`config.mk`:
```
export PLATFORM = sky130hd
export DESIGN_NAME = mux_arbiter
export DESIGN_NICKNAME = d
export VERILOG_FILES = /design/src/rtl/mux_arbiter.sv
export SDC_FILE = /design/constraint.sdc
export NUM_CORES = 1
export LEC_CHECK = 0
export CAP_MARGIN = 0
export CORE_MARGIN = 4
export CORE_UTILIZATION = 35
export DETAILED_ROUTE_END_ITERATION = 10
export PLACE_DENSITY = 0.52
export SYNTH_ARGS = -nofsm -noshare
export SYNTH_HDL_FRONTEND = slang
export SYNTH_SLANG_ARGS = --single-unit
export TNS_END_PERCENT = 30
```
`constraint.sdc`:
```
create_clock -name clk -period 5.8 [get_ports clk]
set_input_delay 1.16 -clock clk [delete_from_list [all_inputs] [get_ports clk]]
set_output_delay 1.16 -clock clk [all_outputs]
set_load 0.02 [all_outputs]
```
`src/rtl/mux_arbiter.sv`:
```
`default_nettype none
// +----------------------------------------------------------------------------+
// | Module      : mux_arbiter                                                  |
// | Description : Two-requester round-robin arbiter that owns a 2:1 mux select |
// |               and registers the selected data; optional MUX_ARBITER_LOCK_EN |
// |               adds a lock input that suppresses forced rotation.           |
// | Revision    : 1.0 - initial release                                        |
// +----------------------------------------------------------------------------+
module mux_arbiter #(
    parameter int WIDTH     = 1,
    parameter int MAX_BURST = 4
) (
    input  logic             clk,
    input  logic             rst_n,
`ifdef MUX_ARBITER_LOCK_EN
    input  logic             lock,
`endif
    input  logic             req_a,
    input  logic             req_b,
    input  logic [WIDTH-1:0] a,
    input  logic [WIDTH-1:0] b,
    output logic             gnt_a,
    output logic             gnt_b,
    output logic             sel,
    output logic [WIDTH-1:0] x,
    output logic             x_valid
);

    localparam logic [1:0] S_IDLE  = 2'd0;
    localparam logic [1:0] S_OWN_A = 2'd1;
    localparam logic [1:0] S_OWN_B = 2'd2;

    localparam logic [7:0] c_last_cnt = 8'(MAX_BURST - 1);

    logic [1:0]       r_state;
    logic             r_last_owner;   // 0 = A, 1 = B
    logic [7:0]       r_burst_cnt;
    logic             r_gnt_a;
    logic             r_gnt_b;
    logic             r_sel;
    logic [WIDTH-1:0] r_x;
    logic             r_x_valid;

    logic [1:0]       w_next;
    logic [7:0]       w_cnt_next;
    logic [7:0]       w_cnt_inc;
    logic             w_entry;
    logic             w_lock;

`ifdef MUX_ARBITER_LOCK_EN
    assign w_lock = lock;
`else
    assign w_lock = 1'b0;
`endif

    assign w_cnt_inc = (r_burst_cnt == c_last_cnt) ? r_burst_cnt : r_burst_cnt + 8'd1;

    // The counter only advances on contended cycles; an uncontended owner keeps it at zero.
    always_comb begin
        w_next     = r_state;
        w_cnt_next = r_burst_cnt;
        case (r_state)
            S_IDLE: begin
                if (req_a && req_b) begin
                    w_next = r_last_owner ? S_OWN_A : S_OWN_B;
                end else if (req_a) begin
                    w_next = S_OWN_A;
                end else if (req_b) begin
                    w_next = S_OWN_B;
                end
            end
            S_OWN_A: begin
                if (!req_a) begin
                    w_next = req_b ? S_OWN_B : S_IDLE;
                end else if (req_b) begin
                    if ((r_burst_cnt == c_last_cnt) && !w_lock) begin
                        w_next = S_OWN_B;
                    end else begin
                        w_cnt_next = w_cnt_inc;
                    end
                end else begin
                    w_cnt_next = 8'd0;
                end
            end
            S_OWN_B: begin
                if (!req_b) begin
                    w_next = req_a ? S_OWN_A : S_IDLE;
                end else if (req_a) begin
                    if ((r_burst_cnt == c_last_cnt) && !w_lock) begin
                        w_next = S_OWN_A;
                    end else begin
                        w_cnt_next = w_cnt_inc;
                    end
                end else begin
                    w_cnt_next = 8'd0;
                end
            end
            default: begin
                w_next     = S_IDLE;
                w_cnt_next = 8'd0;
            end
        endcase
        w_entry = (w_next != r_state) && (w_next != S_IDLE);
        if (w_entry) begin
            w_cnt_next = 8'd0;
        end
    end

    always_ff @(posedge clk) begin
        if (!rst_n) begin
            r_state      <= S_IDLE;
            r_last_owner <= 1'b1;
            r_burst_cnt  <= 8'd0;
            r_gnt_a      <= 1'b0;
            r_gnt_b      <= 1'b0;
            r_sel        <= 1'b0;
            r_x          <= '0;
            r_x_valid    <= 1'b0;
        end else begin
            r_state     <= w_next;
            r_burst_cnt <= w_cnt_next;
            r_gnt_a     <= (w_next == S_OWN_A);
            r_gnt_b     <= (w_next == S_OWN_B);
            r_sel       <= (w_next == S_OWN_B);
            if (w_entry) begin
                r_last_owner <= (w_next == S_OWN_B);
            end
            // Data follows the grant that was active during the cycle just ending.
            case (r_state)
                S_OWN_A: begin
                    r_x       <= a;
                    r_x_valid <= 1'b1;
                end
                S_OWN_B: begin
                    r_x       <= b;
                    r_x_valid <= 1'b1;
                end
                default: begin
                    r_x_valid <= 1'b0;
                end
            endcase
        end
    end

    assign gnt_a   = r_gnt_a;
    assign gnt_b   = r_gnt_b;
    assign sel     = r_sel;
    assign x       = r_x;
    assign x_valid = r_x_valid;

endmodule
`default_nettype wire

```
# After elaboration in Yosys (flattened, before gate mapping)

Cells that the tools add are included.

Register bits after elaboration: 15
Bits of input ports: 6
Output and inout port bits: 5
Word-level logic and storage cells: 47

Add/sub/neg operators: 1
Equal/unequal tests: 8
Muxes and demuxes: 21
Bitwise logic cells: 2
Reductions and logical operators: 8

Operator list:

| kind                | number |
|---|---|
| $mux 8              | 5 |
| $pmux 8 s3          | 1 |
| $mux 2              | 11 |
| $add 8x1->8 const B | 1 |
| $eq 8x2->1 const B  | 1 |
| $pmux 2 s3          | 1 |
| $eq 2x1->1 const B  | 2 |
| $eq 2x2->1 const B  | 2 |
| $ne 2x2->1 const B  | 2 |
| $reduce_bool 2->1   | 2 |
| $reduce_or 2->1     | 2 |
| $reduce_and 3->1    | 1 |
| $logic_and 1x1->1   | 2 |
| $logic_not 2->1     | 1 |
| $mux 1              | 2 |
| $ne 2x2->1          | 1 |
| $not 1->1           | 2 |
| $pmux 1 s2          | 1 |

# Longest topological paths before layout

Gate-level depths: netlist of the first run.

Word-level depth: 8
Gate-level depth with buffers: 9
Mapped depth without buffers: 7

# Worst setup path before layout of the first run

No wires, ideal clock.

Kind: input to register
From: input req_b
To: register r_last_owner
Library setup time: 95 ps
Data arrival time: 2479 ps
Data required time: 5705 ps
Path slack: 3225 ps
Stages: 7
Buffers on the path: 2
Cells stage by stage: clkbuf_1 > nand3_1 > a21oi_2 > or3_4 > o211a_1 > buf_6 > o311ai_1

Cells in the longest elaborated chain, start to end: 6
Elaborated cells on any way between the ends: 13
Those cells by class: eq/ne: 2; mux: 8; reduce/logical: 3

Ends and longest elaborated chain:

| what                                            | RTL line | text |
|---|---|---|
| start: declaration                              | 19       | `input logic req_b,` |
| $mux 2                                          | 68       | `end else if (req_b) begin` |
| $mux 2                                          | 66       | `end else if (req_a) begin` |
| $mux 2                                          | 64       | `if (req_a && req_b) begin` |
| $pmux 2 s3 *                                    | 62       | `case (r_state)` |
| $ne 2x2->1 or $reduce_bool 2->1 (tied branches) | 103      | `w_entry = (w_next != r_state) && (w_next != S_IDLE);` |
| $logic_and 1x1->1                               | 103      |  |
| end signal: assignment                          | 126      | `r_last_owner <= (w_next == S_OWN_B);` |
| end: declaration                                | 36       | `logic r_last_owner;` |

Mark *: on every way between the ends. The rest lies on a longest branch, timed or not.
A chain may end at the register's enable or synchronous reset.

# Worst setup path after layout of the first run

From: input req_b
To: register r_burst_cnt[4]

Cells in the longest elaborated chain, start to end: 7
Elaborated cells on any way between the ends: 18
Those cells by class: eq/ne: 2; mux: 11; reduce/logical: 5

Ends and longest elaborated chain:

| what                                            | RTL line | text |
|---|---|---|
| $mux 2                                          | 68       |  |
| $mux 2                                          | 66       |  |
| $mux 2                                          | 64       |  |
| $pmux 2 s3                                      | 62       |  |
| $ne 2x2->1 or $reduce_bool 2->1 (tied branches) | 103      |  |
| $logic_and 1x1->1                               | 103      |  |
| $reduce_or 2->1 (no line)                       | --       |  |
| end signal: assignment                          | 121      | `r_burst_cnt <= w_cnt_next;` |
| end: declaration                                | 37       | `logic [7:0] r_burst_cnt;` |

Several ways; a longest one is shown, not always the timed one. The select of a mux whose other input is x is not followed.

==> Implementation_results.wiki, run 1 <==
{| class="wikitable"
! Metric !! Value
|-
| Status || completed
|-
| Post-synth EDFFs || 0
|-
| Post-CTS setup buffer count || 0
|-
| Iter 0 DRT Violations || 38
|-
| Global Route met3 Usage || under 10%
|-
| Height of the die || 60.7 µm
|-
| Count of endpoints failing setup in the final report || 0
|-
| Detailed Place HPWL || 1.60 mm
|-
| Data arrival at the endpoint of the critical path || 3.30 ns
|-
| Placed Instances || 143
|-
| Nature of the critical path endpoint || register
|-
| Worst clock skew || 0.0122 ns
|-
| Main combinational cell family by area after synthesis || simple AND/OR/NAND/NOR gates
|-
| Routed length per instance || 14.1 µm
|-
| Multiplexer share of the synthesized area || 4.25%
|-
| Tightest slew margin relative to the limit || 31.7%
|-
| Critical path origin || req_b
|-
| Number of distinct library cells after synthesis || 42
|-
| Pin count of the biggest net entering global routing || 12
|-
| Adder-cell area share of the yosys netlist || 6.44%
|-
| Post-CTS Hold Fix Bufs || 0
|-
| Net count, final || 129
|-
| Fraction of layout instances using a drive strength above 1 || 11.1%
|-
| Number of gates given a new drive strength after cts || 0
|-
| Max-slew violations || 0
|-
| Post-route clock period utilization || 53.4%
|-
| Worst reg-to-reg setup slack || 3.30 ns
|-
| Share of synthesized flip-flops with an asynchronous set or reset || 0%
|-
| Met2 Resource Use GR || 19.1%
|-
| Final critical path time including I/O delays and setup || 3.10 ns
|-
| End point of the critical path || r_burst_cnt[4]$_SDFFE_PP0P_
|-
| Std cell rows || 18
|-
| Maximum clock insertion buffer count || 2
|-
| Mapped Avg Cell Area || 9.00 µm²
|-
| Top Ports || 11
|-
| Ant diodes || 0
|-
| Antenna violation net count after detailed routing || 0
|-
| Standard cell with the maximum stage delay on the critical path || sky130_fd_sc_hd__clkdlybuf4s50_1
|-
| Initial antenna violation count || 0
|-
| Critical R2R Launch || r_state[0]$_SDFF_PN0_
|-
| TritonCTS clock tree || built
|-
| Count of buffers inserted at the top-level ports || 10
|-
| First-pass GRT wire length || 3.62 mm
|-
| Class of the tightest hold or removal check || register to register
|-
| Via count of the first global-routing pass || ~800
|-
| Combinational power share || roughly 50%
|-
| Placeable core area || between 2000 and 3000 µm²
|-
| DRC violations left || 0
|-
| Clock-pin slew on the worst setup and hold paths || roughly 0.1 ns
|-
| Required time at the worst-slack endpoint || between 6 and 7 ns
|-
| GRT Residual Overflow || 0
|-
| Maxcap violations || 0
|-
| Post-Synth XOR/XNOR Area || ~5.4%
|-
| Startpoint type of the worst setup path || primary input
|-
| Aggregate routed wire length || 2.08 mm
|-
| GR met1 Demand/Resource || 18.4%
|-
| Post-detailed-route via-to-cell ratio || 5.84
|-
| Dominant synthesized flop cell || sky130_fd_sc_hd__dfxtp_1
|-
| Fraction of the mapped netlist area in simple logic gates || 28.1%
|-
| Synth Register Bits || 15
|-
| Number of fill cells in the layout || 273
|-
| Smallest setup slack after layout || approximately 2.7 ns
|-
| Total power || 0.410 mW
|-
| Worst-margin pin slew || 1.01 ns
|-
| Detailed-routing iteration count for the pre-antenna-repair pass || 4
|-
| Final instance count without filler cells || between 100 and 150
|-
| Switching part of the total power || 43.1%
|-
| Worst stage delay on the critical path || 0.66 ns
|-
| Synthesized Nets || 119
|-
| Layout-stage area growth over the synthesis result || 14.2%
|-
| Warnings from Yosys || 0
|-
| TritonCTS sink count || 15
|-
| Critical path fanouts, max || 11
|-
| Pwr Density || 369 nW/µm²
|-
| Portion of the post-synthesis area used by sequential elements || 30.9%
|-
| Highest attainable clock frequency || 323 MHz
|-
| Proportion of power drawn by the clock network || between 10% and 20%
|-
| Width of the die || 60.7 µm
|-
| FF-to-FF path depth || 6
|-
| Critical path cell sequence || clkdlybuf4s50_1 > mux2_1 > a31o_2 > a221oi_2 > nor3_2 > nor4_1
|-
| Synthesized-area fraction occupied by ao, oa, aoi and oai cells || 20.3%
|-
| Leakage power || 0.416 nW
|-
| Kind of critical path || primary input to register
|-
| Gate count after technology mapping || between 100 and 150
|-
| Post-synthesis cell area || around 1000 µm²
|-
| Total number of H-tree levels || 1
|-
| Die Area || 3690 µm²
|-
| Final weighted congestion in routability-driven placement || between 0.7 and 0.8
|-
| Total vias in the final route || 858
|-
| Internal || between 0.2 and 0.25 mW
|-
| Starting density of the core || 37.9%
|-
| Number of clock buffers inserted by TritonCTS || 3
|-
| Setup TNS || 0 ns
|-
| Overall fraction of global-route tracks in use || about an eighth
|-
| RSZ-0062 raised after global routing || no
|-
| Insertion delay of the later-clocked pin in the worst-skew pair || roughly 0.29 ns
|-
| Proportion of power drawn by flip-flops and latches || 34.5%
|-
| Layer with the highest usage || met2
|-
| Sw power || 0.177 mW
|-
| Worst setup timing slack at the placement stage || approximately 2.4 ns
|-
| Root buffer selected by CTS || sky130_fd_sc_hd__clkbuf_4
|-
| Reg-to-reg critical path endpoint || r_burst_cnt[4]$_SDFFE_PP0P_
|-
| Worst vdd rail ir drop || 224 µV
|-
| Final Hold Violating Endpoints || 0
|}
==> cell usage after synthesis (all sizes together), types with 3 or more instances <==
cell type | n | share of area (%)
a21boi | 3 | 2.3
a21oi | 5 | 3.0
and2 | 3 | 1.9
clkbuf | 3 | 1.2
dfxtp | 15 | 31
ha | 5 | 6.4
inv | 4 | 1.5
mux2i | 3 | 3.1
nand2 | 12 | 4.6
nand3 | 5 | 2.6
nor2b | 3 | 1.9
nor3 | 3 | 2.6
nor4 | 10 | 6.4
xor2 | 5 | 4.5
==> per-stage QoR <==
step / hold WS [ns] / utilization, % / area, µm²
3_3_place_gp: 0.488 / 42.1 / 1080
5_1_grt: 0.549 / 43.2 / 1110
4_1_cts: 0.517 / 43.2 / 1110
2_1_floorplan: 0.501 / - / 972
6_report: 0.511 / 43.2 / 1110
3_5_place_dp: 0.490 / 42.1 / 1080
==> layout make-up <==
type / instances / area [µm²] / area share [%]
clock buffer: 3 / 22.5 / 2.03
clock inverter: 1 / 7.51 / 0.676
inverter: 4 / 15.0 / 1.35
multi-input combinational: 84 / 627 / 56.5
sequential: 15 / 300 / 27.1
tap: 30 / 37.5 / 3.38
timing repair buffer: 10 / 100 / 9.02
==> worst min-delay path by stage <==
stage / start / end / cells after the start / slack, ns
global placement: x$_SDFFE_PN0P_ / x$_SDFFE_PN0P_ / 1 / 0.49
detailed placement: x$_SDFFE_PN0P_ / x$_SDFFE_PN0P_ / 1 / 0.49
finish: x$_SDFFE_PN0P_ / x$_SDFFE_PN0P_ / 1 / 0.51
CTS: x$_SDFFE_PN0P_ / x$_SDFFE_PN0P_ / 1 / 0.52
global route: x$_SDFFE_PN0P_ / x$_SDFFE_PN0P_ / 1 / 0.55
floorplan: r_last_owner$_SDFFE_PN1P_ / r_last_owner$_SDFFE_PN1P_ / 2 / 0.50
==> cells in the final DEF (no fill, tap or decap), types with 2 or more instances in the layout <==
cell                              synthesis  routed
sky130_fd_sc_hd__dfxtp_1                 15      15
sky130_fd_sc_hd__nand2_1                 12      12
sky130_fd_sc_hd__nor4_1                  10      10
sky130_fd_sc_hd__clkdlybuf4s50_1          0      10
sky130_fd_sc_hd__nand3_1                  5       5
sky130_fd_sc_hd__xor2_1                   5       5
sky130_fd_sc_hd__ha_1                     5       5
sky130_fd_sc_hd__inv_1                    4       4
sky130_fd_sc_hd__a21oi_1                  4       4
sky130_fd_sc_hd__and2_1                   3       3
sky130_fd_sc_hd__nor2b_1                  3       3
sky130_fd_sc_hd__mux2i_1                  3       3
sky130_fd_sc_hd__clkbuf_4                 0       3
sky130_fd_sc_hd__a21boi_0                 2       2
sky130_fd_sc_hd__o41ai_1                  2       2
sky130_fd_sc_hd__nor3_2                   2       2
sky130_fd_sc_hd__nand2b_1                 2       2
sky130_fd_sc_hd__o211a_1                  2       2
sky130_fd_sc_hd__nand4_1                  2       2
==> sequential cells by signal, indices dropped and copies added, names as in the netlist <==
register and cells:
gnt_a 1, r_burst_cnt 8, r_last_owner 1, r_state 2, sel 1, x 1, x_valid 1
==> power by group through the flow <==
stage	combinational [mW]	sequential, mW	clock (mW)
floorplan	0.147	0.150	0
detailed placement	0.204	0.143	0
global route	0.228	0.144	0.0705
global placement	0.206	0.144	0
finish	0.206	0.142	0.0624
CTS	0.206	0.141	0.0637
==> routing by layer <==
metal / wire length, µm / up-vias / share of wire (%)
li1: - / 427 / -
met2: 880 / 26 / 42
met3: 103 / 6 / 5.0
met1: 1050 / 399 / 50
met4: 47 / 0 / 2.3
met5: 0 / - / 0
==> logic make-up (layout without fill, tap and decap cells) <==
group,count (synthesis),count (layout)
buffers and inverters,9,18
muxes,4,4
and+or+nand+nor,45,45
AOI/OAI and AO/OA,24,24
DFF,15,15
adders and majority gates,5,5
xor gates and xnor gates,6,6
==> critical path: cells and delay by family <==
| kind | cells | cell delay (ns) |
|---|---|---|
| AOI/OAI and AO/OA | 2 | 0.67 |
| buffers and inverters | 1 | 0.66 |
| and+or+nand+nor | 2 | 0.46 |
| muxes | 1 | 0.36 |
(Power assumes the default switching activity.)
==> run 2: changes to the inputs <==
PLACE_DENSITY = 0.54   (was 0.52)
clock period = 2.7 ns   (was 5.8 ns; I/O delays follow)
==> Implementation_results.wiki, run 2 (synthesis results as in run 1) <==
{| class="wikitable"
! Metric !! Value
|-
| Count of buffers inserted at the top-level ports || 10
|-
| DRC violations left || 0
|-
| Required time at the worst-slack endpoint || 2.86 ns
|-
| Pin count of the biggest net entering global routing || 11
|-
| Fraction of layout instances using a drive strength above 1 || 16.8%
|-
| Root buffer selected by CTS || sky130_fd_sc_hd__clkbuf_4
|-
| Routed length per instance || 14.7 µm
|-
| Aggregate routed wire length || between 2 and 2.5 mm
|-
| Worst-margin pin slew || 0.560 ns
|-
| Leakage power || 0.460 nW
|-
| Critical path fanouts, max || 10
|-
| FF-to-FF path depth || 6
|-
| Width of the die || around 61 µm
|-
| Post-route clock period utilization || 88.2%
|-
| Critical R2R Launch || r_state[0]$_SDFF_PN0_
|-
| Placed Instance Area || 1140 µm²
|-
| Via count of the first global-routing pass || 881
|-
| Initial antenna violation count || 0
|-
| Critical path cell sequence || inv_1 > ha_1 > and3_1 > o41a_1 > nor3_2 > o311ai_1
|-
| End point of the critical path || r_last_owner$_SDFFE_PN1P_
|-
| Overall fraction of global-route tracks in use || 14.3%
|-
| Clock-pin slew on the worst setup and hold paths || 0.09 ns
|-
| Standard cell with the maximum stage delay on the critical path || sky130_fd_sc_hd__dfxtp_1
|-
| Post-CTS Hold Fix Bufs || 0
|-
| Die Area || 3690 µm²
|-
| Maximum clock insertion buffer count || 2
|-
| Critical path origin || r_state[0]$_SDFF_PN0_
|-
| Std cell rows || 18
|-
| Largest register FFs || 8
|-
| Pwr Density || 782 nW/µm²
|-
| Worst clock skew || 0.00197 ns
|-
| Worst vdd rail ir drop || 444 µV
|-
| Placed Instances || 151
|-
| Data arrival at the endpoint of the critical path || 2.54 ns
|-
| Count of endpoints failing setup in the final report || 0
|-
| Class of the tightest hold or removal check || register to register
|-
| Final instance area || ~1200 µm²
|-
| Ant diodes || 0
|-
| Tightest slew margin relative to the limit || 62.4%
|-
| Worst reg-to-reg setup slack || 0.32 ns
|-
| Post-detailed-route via-to-cell ratio || 5.76
|-
| Maxcap violations || 0
|-
| Antenna violation net count after detailed routing || 0
|-
| Detailed-routing iteration count for the pre-antenna-repair pass || 4
|-
| Biggest register || r_burst_cnt
|-
| Net count, final || 137
|-
| Largest registers || r_burst_cnt (8), r_state (2)
|-
| Final instance count without filler cells || approximately 160
|-
| Height of the die || approximately 60 µm
|-
| Final critical path time including I/O delays and setup || 2.38 ns
|-
| Startpoint type of the worst setup path || register
|-
| Total number of H-tree levels || 1
|-
| Setup TNS || 0 ns
|-
| Iter 0 DRT Violations || 28
|-
| Kind of critical path || register to register
|-
| Final Hold Violating Endpoints || 0
|-
| Post-CTS setup buffer count || 0
|-
| Layout-stage area growth over the synthesis result || 20.1%
|-
| Highest attainable clock frequency || 420 MHz
|-
| Detailed Place HPWL || 1.76 mm
|-
| TritonCTS sink count || 15
|-
| GRT Residual Overflow || 0
|-
| Placeable core area || 2570 µm²
|-
| Most frequent cells in the layout || sky130_fd_sc_hd__dfxtp_1 (15), sky130_fd_sc_hd__nand2_1 (12), sky130_fd_sc_hd__nor4_1 (10), sky130_fd_sc_hd__clkdlybuf4s50_1 (10), sky130_fd_sc_hd__buf_4 (8)
|-
| Nature of the critical path endpoint || register
|-
| Total vias in the final route || approximately 900
|-
| Top Ports || 11
|-
| Starting density of the core || between 30% and 40%
|-
| Worst stage delay on the critical path || 0.51 ns
|-
| Number of clock buffers inserted by TritonCTS || 3
|-
| Number of gates given a new drive strength after cts || 0
|-
| Commonest non-fill, non-tap cell in the layout || sky130_fd_sc_hd__dfxtp_1
|-
| Status || completed
|-
| RSZ-0062 raised after global routing || no
|-
| Number of fill cells in the layout || 260
|-
| TritonCTS clock tree || built
|-
| Final weighted congestion in routability-driven placement || 0.815
|-
| Reg-to-reg critical path endpoint || r_last_owner$_SDFFE_PN1P_
|-
| Max-slew violations || 0
|-
| First-pass GRT wire length || between 3 and 4 mm
|-
| Insertion delay of the later-clocked pin in the worst-skew pair || 0.29 ns
|}
-- run 2: cell count changes in the layout (fill, tap and decap cells not counted), sizes merged --
cell / previous run / this run
buf: 0 / 8
clkinv: 0 / 1
clkinvlp: 1 / 0
-- run 2: metrics by stage --
step / power [mW] / hold slack [ns] / worst slack, ns / utilization, %
after floorplan: 0.638 / 0.501 / 0.553 / -
after global placement: 0.781 / 0.480 / 0.193 / 44.4
after detailed placement: 0.786 / 0.508 / 0.151 / 44.4
after CTS: 0.921 / 0.531 / 0.310 / 45.5
after global routing: 0.987 / 0.564 / 0.100 / 45.5
final: 0.913 / 0.520 / 0.317 / 45.5
-- run 2: layout make-up --
class                      instances  area, µm²  area share [%]
multi-input combinational         84        627            53.7
sequential                        15        300            25.7
tap                               30       37.5            3.22
clock inverter                     1       5.00           0.429
clock buffer                       3       22.5            1.93
timing repair buffer              18        160            13.7
inverter                           4       15.0            1.29
-- run 2: critical path, delay by kind of cell, from the launching register on --
kind,cells,cell delay (ns)
AO/OA/AOI/OAI,2,0.56
adder cells (fa/ha/maj),1,0.34
buffers and inverters,1,0.15
flip-flops,1,0.51
AND/OR/NAND/NOR,2,0.71
-- run 2: worst min path at each step --
stage / from / to / depth (start not counted)
after global routing: x$_SDFFE_PN0P_ / x$_SDFFE_PN0P_ / 1
after floorplan: r_last_owner$_SDFFE_PN1P_ / r_last_owner$_SDFFE_PN1P_ / 2
after detailed placement: x$_SDFFE_PN0P_ / x$_SDFFE_PN0P_ / 1
after CTS: x$_SDFFE_PN0P_ / x$_SDFFE_PN0P_ / 1
final: x$_SDFFE_PN0P_ / x$_SDFFE_PN0P_ / 1
after global placement: x$_SDFFE_PN0P_ / x$_SDFFE_PN0P_ / 1
-- run 2: power by group --
part           switching (mW)  internal (mW)
Clock                  0.0761         0.0551
Sequential             0.0315          0.263
Combinational           0.274          0.213
Total                   0.381          0.532
-- run 2: per-layer routing --
metal	GRT usage, %	vias to the layer above	routed length (µm)	part of all wire (%)
met4	7.12	0	30	1.3
met2	22.9	26	1150	51
met3	3.19	4	119	5.2
met1	18.0	423	977	43
met5	0	-	0	0
li1	-	440	-	-
